<file path="src/rtl/run_step_ctl_if.sv">
// rtl/run_step_ctl_if.sv - console request and processor clock-control signal bundle
interface run_step_ctl_if #(
  parameter int STEP_W = 8
);
  logic              run_req;
  logic              step_req;
  logic              halt_req;
  logic [STEP_W-1:0] step_cnt;
  logic              err_halt;
  logic              err_stop_en;
  logic              clk_en;
  logic              j_run;
  logic              k_run;
  logic              ssdone;
  logic              halted;
  logic [STEP_W-1:0] steps_left;

  modport master (
    output run_req, step_req, halt_req, step_cnt, err_halt, err_stop_en,
    input  clk_en, j_run, k_run, ssdone, halted, steps_left
  );

  modport slave (
    input  run_req, step_req, halt_req, step_cnt, err_halt, err_stop_en,
    output clk_en, j_run, k_run, ssdone, halted, steps_left
  );
endinterface

</file>
<file path="src/rtl/run_step_ctl.sv">
// rtl/run_step_ctl.sv - run/halt/single-step controller driving processor clock enable and RUN JK flop
module run_step_ctl #(
  parameter int STEP_W = 8
) (
  input  logic          clk,
  input  logic          rst_n,
  run_step_ctl_if.slave bus
);

  typedef enum logic [1:0] {
    ST_HALT = 2'd0,
    ST_RUN  = 2'd1,
    ST_STEP = 2'd2,
    ST_DONE = 2'd3
  } state_t;

  state_t            state_q, state_d;
  logic [STEP_W-1:0] cnt_q, cnt_d;
  logic              run_prev, step_prev, halt_prev;
  logic              run_rise, step_rise, halt_rise, errh, stop;
  logic              clk_en_d, j_run_d, k_run_d, ssdone_d, halted_d;

  assign run_rise  = bus.run_req  & ~run_prev;
  assign step_rise = bus.step_req & ~step_prev;
  assign halt_rise = bus.halt_req & ~halt_prev;
  assign errh      = bus.err_halt & bus.err_stop_en;
  assign stop      = errh | halt_rise;

  always_comb begin
    state_d = state_q;
    cnt_d   = cnt_q;
    case (state_q)
      ST_HALT: begin
        if (stop) begin
          state_d = ST_HALT;
        end else if (step_rise) begin
          state_d = ST_STEP;
          cnt_d   = (bus.step_cnt == '0) ? STEP_W'(1) : bus.step_cnt;
        end else if (run_rise) begin
          state_d = ST_RUN;
        end
      end
      ST_RUN: begin
        if (stop) state_d = ST_HALT;
      end
      ST_STEP: begin
        if (stop) begin
          state_d = ST_HALT;
          cnt_d   = '0;
        end else if (cnt_q <= STEP_W'(1)) begin
          state_d = ST_DONE;
          cnt_d   = '0;
        end else begin
          cnt_d   = cnt_q - STEP_W'(1);
        end
      end
      default: begin
        state_d = ST_HALT;
        cnt_d   = '0;
      end
    endcase

    // Outputs are registered from the next state so nothing from the inputs reaches a pin combinationally
    clk_en_d = (state_d == ST_RUN) || (state_d == ST_STEP);
    j_run_d  = clk_en_d && (state_q == ST_HALT);
    k_run_d  = (state_d == ST_HALT) && (state_q != ST_HALT);
    ssdone_d = (state_d == ST_DONE);
    halted_d = (state_d == ST_HALT);
  end

  always_ff @(posedge clk or negedge rst_n) begin
    if (!rst_n) begin
      state_q        <= ST_HALT;
      cnt_q          <= '0;
      run_prev       <= 1'b1;
      step_prev      <= 1'b1;
      halt_prev      <= 1'b1;
      bus.clk_en     <= 1'b0;
      bus.j_run      <= 1'b0;
      bus.k_run      <= 1'b0;
      bus.ssdone     <= 1'b0;
      bus.halted     <= 1'b1;
    end else begin
      state_q        <= state_d;
      cnt_q          <= cnt_d;
      run_prev       <= bus.run_req;
      step_prev      <= bus.step_req;
      halt_prev      <= bus.halt_req;
      bus.clk_en     <= clk_en_d;
      bus.j_run      <= j_run_d;
      bus.k_run      <= k_run_d;
      bus.ssdone     <= ssdone_d;
      bus.halted     <= halted_d;
    end
  end

  assign bus.steps_left = cnt_q;

endmodule

</file>
<file path="src/flat_wrapper.sv">
// flat-port wrapper written by rule: the top's interface ports become plain ports
module run_step_ctl_flat 
#(
  parameter int STEP_W = 8
)
  (clk, rst_n, bus_run_req, bus_step_req, bus_halt_req, bus_step_cnt, bus_err_halt, bus_err_stop_en, bus_clk_en, bus_j_run, bus_k_run, bus_ssdone, bus_halted, bus_steps_left);
  run_step_ctl_if #(.STEP_W(STEP_W)) bus_i ();
  input  logic clk;
  input  logic rst_n;
  input wire logic [$bits(bus_i.run_req)-1:0] bus_run_req;
  input wire logic [$bits(bus_i.step_req)-1:0] bus_step_req;
  input wire logic [$bits(bus_i.halt_req)-1:0] bus_halt_req;
  input wire logic [$bits(bus_i.step_cnt)-1:0] bus_step_cnt;
  input wire logic [$bits(bus_i.err_halt)-1:0] bus_err_halt;
  input wire logic [$bits(bus_i.err_stop_en)-1:0] bus_err_stop_en;
  output wire logic [$bits(bus_i.clk_en)-1:0] bus_clk_en;
  output wire logic [$bits(bus_i.j_run)-1:0] bus_j_run;
  output wire logic [$bits(bus_i.k_run)-1:0] bus_k_run;
  output wire logic [$bits(bus_i.ssdone)-1:0] bus_ssdone;
  output wire logic [$bits(bus_i.halted)-1:0] bus_halted;
  output wire logic [$bits(bus_i.steps_left)-1:0] bus_steps_left;
  assign bus_i.run_req = bus_run_req;
  assign bus_i.step_req = bus_step_req;
  assign bus_i.halt_req = bus_halt_req;
  assign bus_i.step_cnt = bus_step_cnt;
  assign bus_i.err_halt = bus_err_halt;
  assign bus_i.err_stop_en = bus_err_stop_en;
  assign bus_clk_en = bus_i.clk_en;
  assign bus_j_run = bus_i.j_run;
  assign bus_k_run = bus_i.k_run;
  assign bus_ssdone = bus_i.ssdone;
  assign bus_halted = bus_i.halted;
  assign bus_steps_left = bus_i.steps_left;
  run_step_ctl #(.STEP_W(STEP_W)) u_core (.clk(clk), .rst_n(rst_n), .bus(bus_i));
endmodule
</file>
<file path="config.mk">
export PLATFORM = sky130hd
export DESIGN_NAME = run_step_ctl_flat
export DESIGN_NICKNAME = d
export VERILOG_FILES = /design/src/rtl/run_step_ctl_if.sv /design/src/rtl/run_step_ctl.sv /design/src/flat_wrapper.sv
export SDC_FILE = /design/constraint.sdc
export NUM_CORES = 1
export LEC_CHECK = 0
export CAP_MARGIN = 15
export CORE_AREA = 2 2 59 44
export CTS_CLUSTER_DIAMETER = 100
export CTS_CLUSTER_SIZE = 14
export DETAILED_ROUTE_END_ITERATION = 10
export DIE_AREA = 0 0 61 46
export PLACE_DENSITY = 0.85
export SYNTH_ARGS = -nofsm -noshare
export SYNTH_HDL_FRONTEND = slang
export SYNTH_SLANG_ARGS = --single-unit
</file>
<file path="constraint.sdc">
create_clock -name clk -period 8.25 [get_ports clk]
set_input_delay 1.65 -clock clk [delete_from_list [all_inputs] [get_ports clk]]
set_output_delay 1.65 -clock clk [all_outputs]
set_load 0.1 [all_outputs]
</file>
==> results_dict.tcl, run 1 <==
set metrics [dict create \
    status "finished clean" \
    hold_viol 0 \
    min_path_type "reg2reg" \
    path_clk_slew_ns 0.10 \
    power.total_w 0.0004421 \
    ys.flop_type "dfrtp_1" \
    cts_setup_buffers 0 \
    setup_viol 0 \
    syn_area_um2 963.4 \
    timing_worst_setup_path_type "reg2out" \
    grt_antenna_before_repair 0 \
    ir_drop_uv 123.8 \
    grt_pass1_wl_um 3891 \
    cts_buffer_depth 2 \
    yosysWarnings 0 \
    synthArstFlopShare 1.000 \
    cp_top_family "buffers and inverters" \
    nets 143 \
    cts_tree "yes" \
    wl_per_cell_um 15.54 \
    cap_violations 0 \
    synth_area_per_cell_um2 10.14 \
    maxSlewViolCount 0 \
    grt_max_degree 19 \
    place_congestion 0.8844 \
    syn_nets 114 \
    rsz0062_at_grt "false" \
    setup_tns_ns 0 \
    synth_seq_area_share 0.4727 \
    cts.sinks 18 \
    area_growth_pct 33.25 \
    cts_root_buf "clkbuf_4" \
    io_pins 28 \
    fp-row-count 15 \
    period_share 0.4370 \
    grt_usage 0.1958 \
    power_leakage_nw 0.5252 \
    cp-end-kind "primary output" \
    cpPeakStageDelay_ns 1.19 \
    ant_nets 0 \
    synth_seq_cells 18 \
    worst_slew_pin_slew_ns 1.111 \
    path_max_fanout 7 \
    grt-ovfl-total 0 \
    drc 0 \
    clock_latency_ns 0.30 \
    die_width_um 61 \
    fin_skew_ns 0.01076 \
    cts_resized 0 \
    syn_inst 95 \
    fmax_mhz 277.4 \
    min_period_ns 3.605 \
    die_y_um 46 \
    firstDrtPassIters 4 \
    drt_iter0_drc 97 \
    n_antenna_cell 0 \
    path_cells "clkdlybuf4s50_1" \
    grt_pass1_vias 830 \
    drt_wl_total_um 2439 \
    numPortBuffers 27 \
    placed_area_mm2 0.001257 \
    die_area_mm2 0.002806 \
    via_count 894 \
    powerDensity_mw_per_mm2 344.4 \
    utilization 0.5561 \
    start_util 0.4173 \
    coreArea_mm2 0.002308 \
    crit_buf_inv 1 \
    start_kind "register" \
    dp_hpwl_um 1887 \
    synth_edf_count 0 \
    arrival_ns 1.96 \
    via_per_inst 5.694 \
    ctsHoldBuffers 0 \
    relSlewSlack 0.2495 \
    synth.distinct_cells 39 \
    worst_path_max_delay_cell "clkdlybuf4s50_1" \
    layout-drive-gt1-share 0.08130 \
    fin_area_mm2 0.001284 \
    cts-buffers-inserted 3 \
    cp.required_ns 6.60 \
    htreeDepth 1 \
]
-- path summary, 6_finish.rpt --
kind                                           from                  endpoint  slack, ns  cells after the start
max                        u_core.bus.steps_left[3]         bus_steps_left[3]       4.64                      1
min                        u_core.bus.steps_left[4]  u_core.bus.steps_left[4]       0.60                      2
max reg2reg                u_core.bus.steps_left[5]          u_core.bus.j_run       5.53                      6
min reg2reg                u_core.bus.steps_left[4]  u_core.bus.steps_left[4]       0.60                      2
max in group asynchronous                     rst_n  u_core.bus.steps_left[1]       5.99                      1
min in group asynchronous                     rst_n  u_core.bus.steps_left[4]       1.78                      1
-- registers in the layout, summed over array words and instances (netlist names) --
register / count
u_core.bus.clk_en: 1
u_core.bus.ssdone: 1
u_core.bus.j_run: 1
u_core.halt_prev: 1
u_core.step_prev: 1
u_core.run_prev: 1
u_core.bus.k_run: 1
u_core.state_q: 2
u_core.bus.steps_left: 8
u_core.bus.halted: 1
-- cell usage after synthesis (all sizes together), types with 2 or more instances --
cell type | n | area share
a32oi | 2 | 0.018
a22oi | 4 | 0.031
nor2 | 5 | 0.019
ha | 4 | 0.052
or4 | 3 | 0.031
a21oi | 2 | 0.010
and2 | 2 | 0.013
a41oi | 2 | 0.018
dfrtp | 14 | 0.36
clkbuf | 2 | 0.0078
nand4b | 2 | 0.018
nor2b | 3 | 0.019
a31oi | 3 | 0.019
nand3 | 2 | 0.010
a21o | 2 | 0.016
o22ai | 2 | 0.013
dfstp | 4 | 0.11
inv | 7 | 0.027
nor4 | 2 | 0.013
nand2 | 6 | 0.023
and3 | 2 | 0.013
o21ai | 3 | 0.016
nand3b | 2 | 0.016
-- cell usage in the layout (no fill, tap or decap), types with 2 or more instances in the layout --
cell | Yosys | layout
a21o_1 | 2 | 2
a21oi_1 | 2 | 2
a22oi_1 | 4 | 4
a31oi_1 | 3 | 3
a32oi_1 | 2 | 2
a41oi_1 | 2 | 2
and2_1 | 2 | 2
and3_1 | 2 | 2
clkbuf_4 | 0 | 3
clkdlybuf4s50_1 | 0 | 27
dfrtp_1 | 14 | 14
dfstp_2 | 4 | 4
ha_1 | 4 | 4
inv_1 | 7 | 7
nand2_1 | 6 | 6
nand3_1 | 2 | 2
nand3b_1 | 2 | 2
nand4b_1 | 2 | 2
nor2_1 | 5 | 5
nor2b_1 | 3 | 3
nor4_1 | 2 | 2
o21ai_0 | 3 | 3
o22ai_1 | 2 | 2
or4_4 | 2 | 2
-- power breakdown --
group	internal [W]	switching (W)	total (W)
Sequential	0.000109	0.0000264	0.000135
Clock	0.0000188	0.0000264	0.0000452
Combinational	0.0000703	0.000191	0.000262
-- layer usage --
layer  up-vias  track usage  part of all wire
met5         -            0                 0
met4         0      0.04783                 0
met3         0      0.06250             0.084
met2        50       0.3118              0.49
met1       433       0.2596              0.43
li1        411            -                 -
-- cell families after synthesis --
group / Yosys count / share of synthesized area
and+or+nand+nor: 36 / 0.2273
AOI/OAI and AO/OA: 26 / 0.1922
DFF: 18 / 0.4727
buffers and inverters: 10 / 0.04676
adders and majority gates: 4 / 0.05195
xor gates and xnor gates: 1 / 0.009093
-- per-stage QoR --
stage                     hold WS (ns)  instances  setup WS, ns
after global placement          0.5436        153         4.690
final                           0.5999        157         4.645
after floorplan                 0.5942         95         5.140
after global routing            0.6523        157         4.571
after CTS                       0.6093        157         4.650
after detailed placement        0.5754        153         4.508
-- layout make-up --
cell class                 instances  area [um2]
tap                               34       42.54
clock buffer                       4       26.28
sequential                        18       455.4
fill                             210        1025
inverter                           7       26.28
multi-input combinational         67       462.9
timing repair buffer              27       270.3
(Power assumes the default switching activity.)
==> inputs of run 2 (changes only) <==
CORE_AREA = 2 2 61 46   (was 2 2 59 44)
DIE_AREA = 0 0 63 48   (was 0 0 61 46)
PLACE_DENSITY = 0.83   (was 0.85)
clock period = 3.1 ns   (was 8.25 ns; I/O delays follow)
==> run 2 against run 1 <==
Setup slack got worse by 4.2 ns. Clock skew shrank 0.0073 ns. Final area shrank 0.39%. Register-to-register slack worse by 5.1 ns. Largest cell class unchanged.
==> results_dict.tcl, run 2 (same netlist as run 1, synthesis figures left out) <==
set metrics [dict create \
    status "finished clean" \
    combPwrFrac 0.573 \
    p_clk_frac 0.124 \
    setup_tns_ns 0 \
    setup_slack_ns 0.4064 \
    fmax_mhz 371.2 \
    reg2regPathDepth 6 \
    grt_pass1_wl_um 3629 \
    cts_buffer_depth 2 \
    arrival_ns 2.89 \
    grt_pass1_vias 748 \
    via_count 853 \
    relSlewSlack 0.4978 \
    min_path_type "reg2reg" \
    power_leakage_nw 0.5559 \
    via_per_inst 5.365 \
    dpl.cell_count 155 \
    period_share 0.8689 \
    drt_iter0_drc 31 \
    area_growth_pct 32.73 \
    io_pins 28 \
    multi_input_area_um2 462.9 \
    pwr-share-seq 0.302 \
    cts_root_buf "clkbuf_4" \
    min_path_cells 1 \
    ctsHoldBuffers 0 \
    fp-row-count 15 \
    layout-drive-gt1-share 0.2240 \
    cp.required_ns 3.30 \
    fin_cells 159 \
    rsz0062_at_grt "false" \
    setup_viol 0 \
    die_width_um 63 \
    grt_usage 0.1605 \
    ir_drop_uv 276.0 \
    hold_viol 0 \
    numPortBuffers 27 \
    clock_latency_ns 0.30 \
    cts_setup_buffers 0 \
    die_y_um 48 \
    power.total_w 0.001185 \
    cts.sinks 18 \
    path_clk_slew_ns 0.10 \
    switching_share 0.5477 \
    whs_ns 0.5828 \
    cap_violations 0 \
    final_cell_mix "buf_4 (15), clkdlybuf4s50_1 (14), dfrtp_1 (12)" \
    ant_nets 0 \
    powerDensity_mw_per_mm2 926.9 \
    fin_skew_ns 0.003489 \
    cts_tree "yes" \
    htreeDepth 1 \
    drc 0 \
    pre_cts_ws_ns 0.4357 \
    cts_resized 0 \
    timing_worst_setup_path_type "reg2reg" \
    firstDrtPassIters 4 \
    largest_register_ffs 8 \
    nFillCells 222 \
    worst_slew_pin_slew_ns 0.7509 \
    die_area_mm2 0.003024 \
    p_int_w 0.0005361 \
    start_util 0.4042 \
    cts-buffers-inserted 3 \
    cp-end-kind "register" \
    n_antenna_cell 0 \
    nets 145 \
    coreArea_mm2 0.002384 \
    grt_max_degree 19 \
    start_kind "register" \
    power.net_switching_w 0.0006491 \
    place_congestion 0.8858 \
    dp_hpwl_um 1747 \
    grt_antenna_before_repair 0 \
    path_max_fanout 10 \
    min_period_ns 2.694 \
    regArea_um2 457.9 \
    grt-ovfl-total 0 \
    final_common_cell "buf_4" \
    drt_wl_total_um 2300 \
    maxSlewViolCount 0 \
    wl_per_cell_um 14.47 \
]
==> run 2: cell count changes in the layout (fill, tap and decap cells not counted) <==
cell / before / now
clkdlybuf4s50_1: 27 / 14
dfrtp_1: 14 / 12
buf_4: 0 / 15
clkbuf_8: 0 / 1
clkbuf_1: 1 / 0
dfrtp_2: 0 / 2
==> run 2: final cells by class <==
type,count,area share
multi-input cells,67,0.3620
flip-flops and latches,18,0.3581
repair buffers,29,0.1977
well taps,34,0.03327
clock buffers,4,0.02838
inverters,7,0.02055
==> run 2: path summary, 6_finish.rpt <==
check | end | start | slack (ns)
setup / recovery | u_core.bus.j_run | u_core.bus.steps_left[4] | 0.41
hold reg to reg | u_core.bus.steps_left[5] | u_core.bus.steps_left[5] | 0.58
max in group asynchronous | u_core.bus.steps_left[4] | rst_n | 1.83
setup reg to reg | u_core.bus.j_run | u_core.bus.steps_left[4] | 0.41
min in group asynchronous | u_core.bus.clk_en | rst_n | 0.75
hold / removal | u_core.bus.steps_left[5] | u_core.bus.steps_left[5] | 0.58
==> run 2: power groups by stage <==
stage	Sequential, W	Clock (W)	Combinational, W
after floorplan	0.000698	0	0.000183
after global placement	0.000358	0	0.000671
after detailed placement	0.000362	0	0.000679
after CTS	0.000357	0.000151	0.000680
after global routing	0.000367	0.000166	0.000711
final	0.000358	0.000147	0.000679
==> run 2: worst max-delay path, stage by stage, from the launching register on <==
cell     delay, ns
dfrtp_2       0.44
or4_4         0.55
or4_4         0.57
or3b_1        0.39
a21o_1        0.19
ha_1          0.30
and2_1        0.14
==> run 2: per-layer routing <==
metal / vias up / part of all wire / global-route usage / wire, um
li1: 417 / - / - / -
met1: 403 / 0.49 / 0.2175 / 1131
met2: 31 / 0.44 / 0.2468 / 1010
met3: 2 / 0.063 / 0.05412 / 146
met4: 0 / 0.0052 / 0.05333 / 12
met5: - / 0 / 0 / 0
==> run 2: through the flow <==
stage / util / area [um2]
finish: 0.5365 / 1279
global route: 0.5365 / 1279
CTS: 0.5365 / 1279
detailed placement: 0.5213 / 1242
global placement: 0.5213 / 1242
floorplan: - / 965.9
==> inputs of run 3 (changes only) <==
PLACE_DENSITY = 0.72   (was 0.83)
SETUP_SLACK_MARGIN = 0.2   (was default)
SKIP_LAST_GASP = 1   (was default)
==> run 3 against run 2 <==
Final area down 0.29%. Total power down 2.5%. Flip-flop and latch count unchanged. Combinational power about the same. Utilization down 0.16 points. Fmax down 1.9%. Critical path depth unchanged. Non-clock buffer count unchanged. Final cell count unchanged. Clock-buffer cell count unchanged. Setup slack worse by 0.053 ns. Critical path type unchanged. Critical endpoint unchanged.
==> results_dict.tcl, run 3 (same netlist as run 1, synthesis figures left out) <==
set metrics [dict create \
    r2r_slack_ns 0.35 \
    hold_viol 0 \
    cp-end-kind "register" \
    die_width_um 63 \
    min_path_type "reg2reg" \
    dpl.cell_count 155 \
    wl_per_cell_um 14.53 \
    cts_buffer_depth 2 \
    fmax_mhz 364.1 \
    grt_max_degree 19 \
    layout-drive-gt1-share 0.2400 \
    grt_usage 0.1646 \
    io_pins 28 \
    cap_violations 0 \
    cts-buffers-inserted 3 \
    place_congestion 0.7824 \
    worst_slew_pin_slew_ns 0.7560 \
    numPortBuffers 27 \
    setup_viol 0 \
    start_util 0.4042 \
    path_max_fanout 10 \
    period_share 0.8860 \
    pre_cts_ws_ns 0.3768 \
    min_to "u_core.bus.steps_left[5]" \
    fin_area_mm2 0.001275 \
    nets 145 \
    power_leakage_nw 0.5461 \
    fin_cells 159 \
    cts_root_buf "clkbuf_4" \
    cp.required_ns 3.29 \
    cpPeakStageDelay_ns 0.57 \
    cts_setup_buffers 0 \
    timing_worst_setup_path_type "reg2reg" \
    power.total_w 0.001156 \
    grt_antenna_before_repair 0 \
    via_count 865 \
    drc 0 \
    firstDrtPassIters 5 \
    clock_latency_ns 0.29 \
    setup_slack_ns 0.3535 \
    path_common_cell "or4_4" \
    path_cells "or4_4 > or4_4 > or3b_1 > a21o_1 > ha_1 > and2_1" \
    final_cell_mix "buf_4 (15), clkdlybuf4s50_1 (14), dfrtp_1 (9)" \
    drt_wl_total_um 2310 \
    path_clk_slew_ns 0.10 \
    grt_pass1_wl_um 3726 \
    reg2regPathDepth 6 \
    fp-row-count 15 \
    cts_tree "yes" \
    relSlewSlack 0.4944 \
    min_path_cells 1 \
    maxSlewViolCount 0 \
    setup_tns_ns 0 \
    final_common_cell "buf_4" \
    start_kind "register" \
    coreArea_mm2 0.002384 \
    arrival_ns 2.94 \
    r2r-start "u_core.bus.steps_left[4]" \
    placed_area_mm2 0.001249 \
    via_per_inst 5.440 \
    largest_register_ffs 8 \
    worst_path_max_delay_cell "or4_4" \
    die_y_um 48 \
    htreeDepth 1 \
    ir_drop_uv 254.7 \
    cts_resized 0 \
    grt_pass1_vias 797 \
    area_growth_pct 32.34 \
    r2r_end "u_core.bus.j_run" \
    dp_hpwl_um 1757 \
    powerDensity_mw_per_mm2 906.4 \
    fin_skew_ns 0.009577 \
    die_area_mm2 0.003024 \
    grt-ovfl-total 0 \
    ctsHoldBuffers 0 \
    drt_iter0_drc 35 \
    min_period_ns 2.747 \
    cts.sinks 18 \
    ant_nets 0 \
    hold_start "u_core.bus.steps_left[5]" \
    rsz0062_at_grt "false" \
    n_antenna_cell 0 \
    status "finished clean" \
    critPathLaunch "u_core.bus.steps_left[4]" \
]
[run 3: cell counts in the layout (fill, tap and decap cells not counted)]
Identical to the previous run, type by type.
[run 3: how the worst max path moves through the flow]
| stage | endpoint | slack, ns | cells past startpoint |
|---|---|---|---|
| detailed placement | u_core.bus.j_run | 0.38 | 6 |
| finish | u_core.bus.j_run | 0.35 | 6 |
| CTS | u_core.bus.j_run | 0.35 | 6 |
| global placement | u_core.bus.j_run | 0.41 | 6 |
| floorplan | u_core.bus.j_run | 0.21 | 7 |
| global route | u_core.bus.j_run | 0.28 | 6 |
[run 3: per-stage QoR]
step	utilization	hold WS [ns]
after floorplan	-	0.3244
after global placement	0.5239	0.5198
after detailed placement	0.5239	0.5400
after CTS	0.5349	0.5794
after global routing	0.5349	0.6118
final	0.5349	0.5761
[run 3: critical path, delay by kind of cell (launching register included)]
family | cells | cell delay [ns]
AOI/OAI and AO/OA | 1 | 0.19
adders and majority gates | 1 | 0.29
DFF | 1 | 0.50
and+or+nand+nor | 4 | 1.66
[run 3: per-layer routing]
layer  global-route usage  wire [um]  vias to the layer above
met5                    0          0                        -
met4              0.04000          0                        0
met3              0.05412        150                        0
met2               0.2574       1074                       31
met1               0.2251       1084                      415
li1                     -          -                      419
[run 3: area by class of cell]
cell class                      count  area [um2]
Fill cell                         234        1109
Sequential cell                    18       464.2
Multi-Input combinational cell     67       462.9
Timing Repair Buffer               29       252.7
Tap cell                           34       42.54
Clock buffer                        4       26.28
Inverter                            7       26.28
[run 3: power breakdown]
group	switching, W	internal (W)
clock network	0.0000660	0.0000500
logic	0.000504	0.000172
registers	0.0000668	0.000297
total	0.000637	0.000519
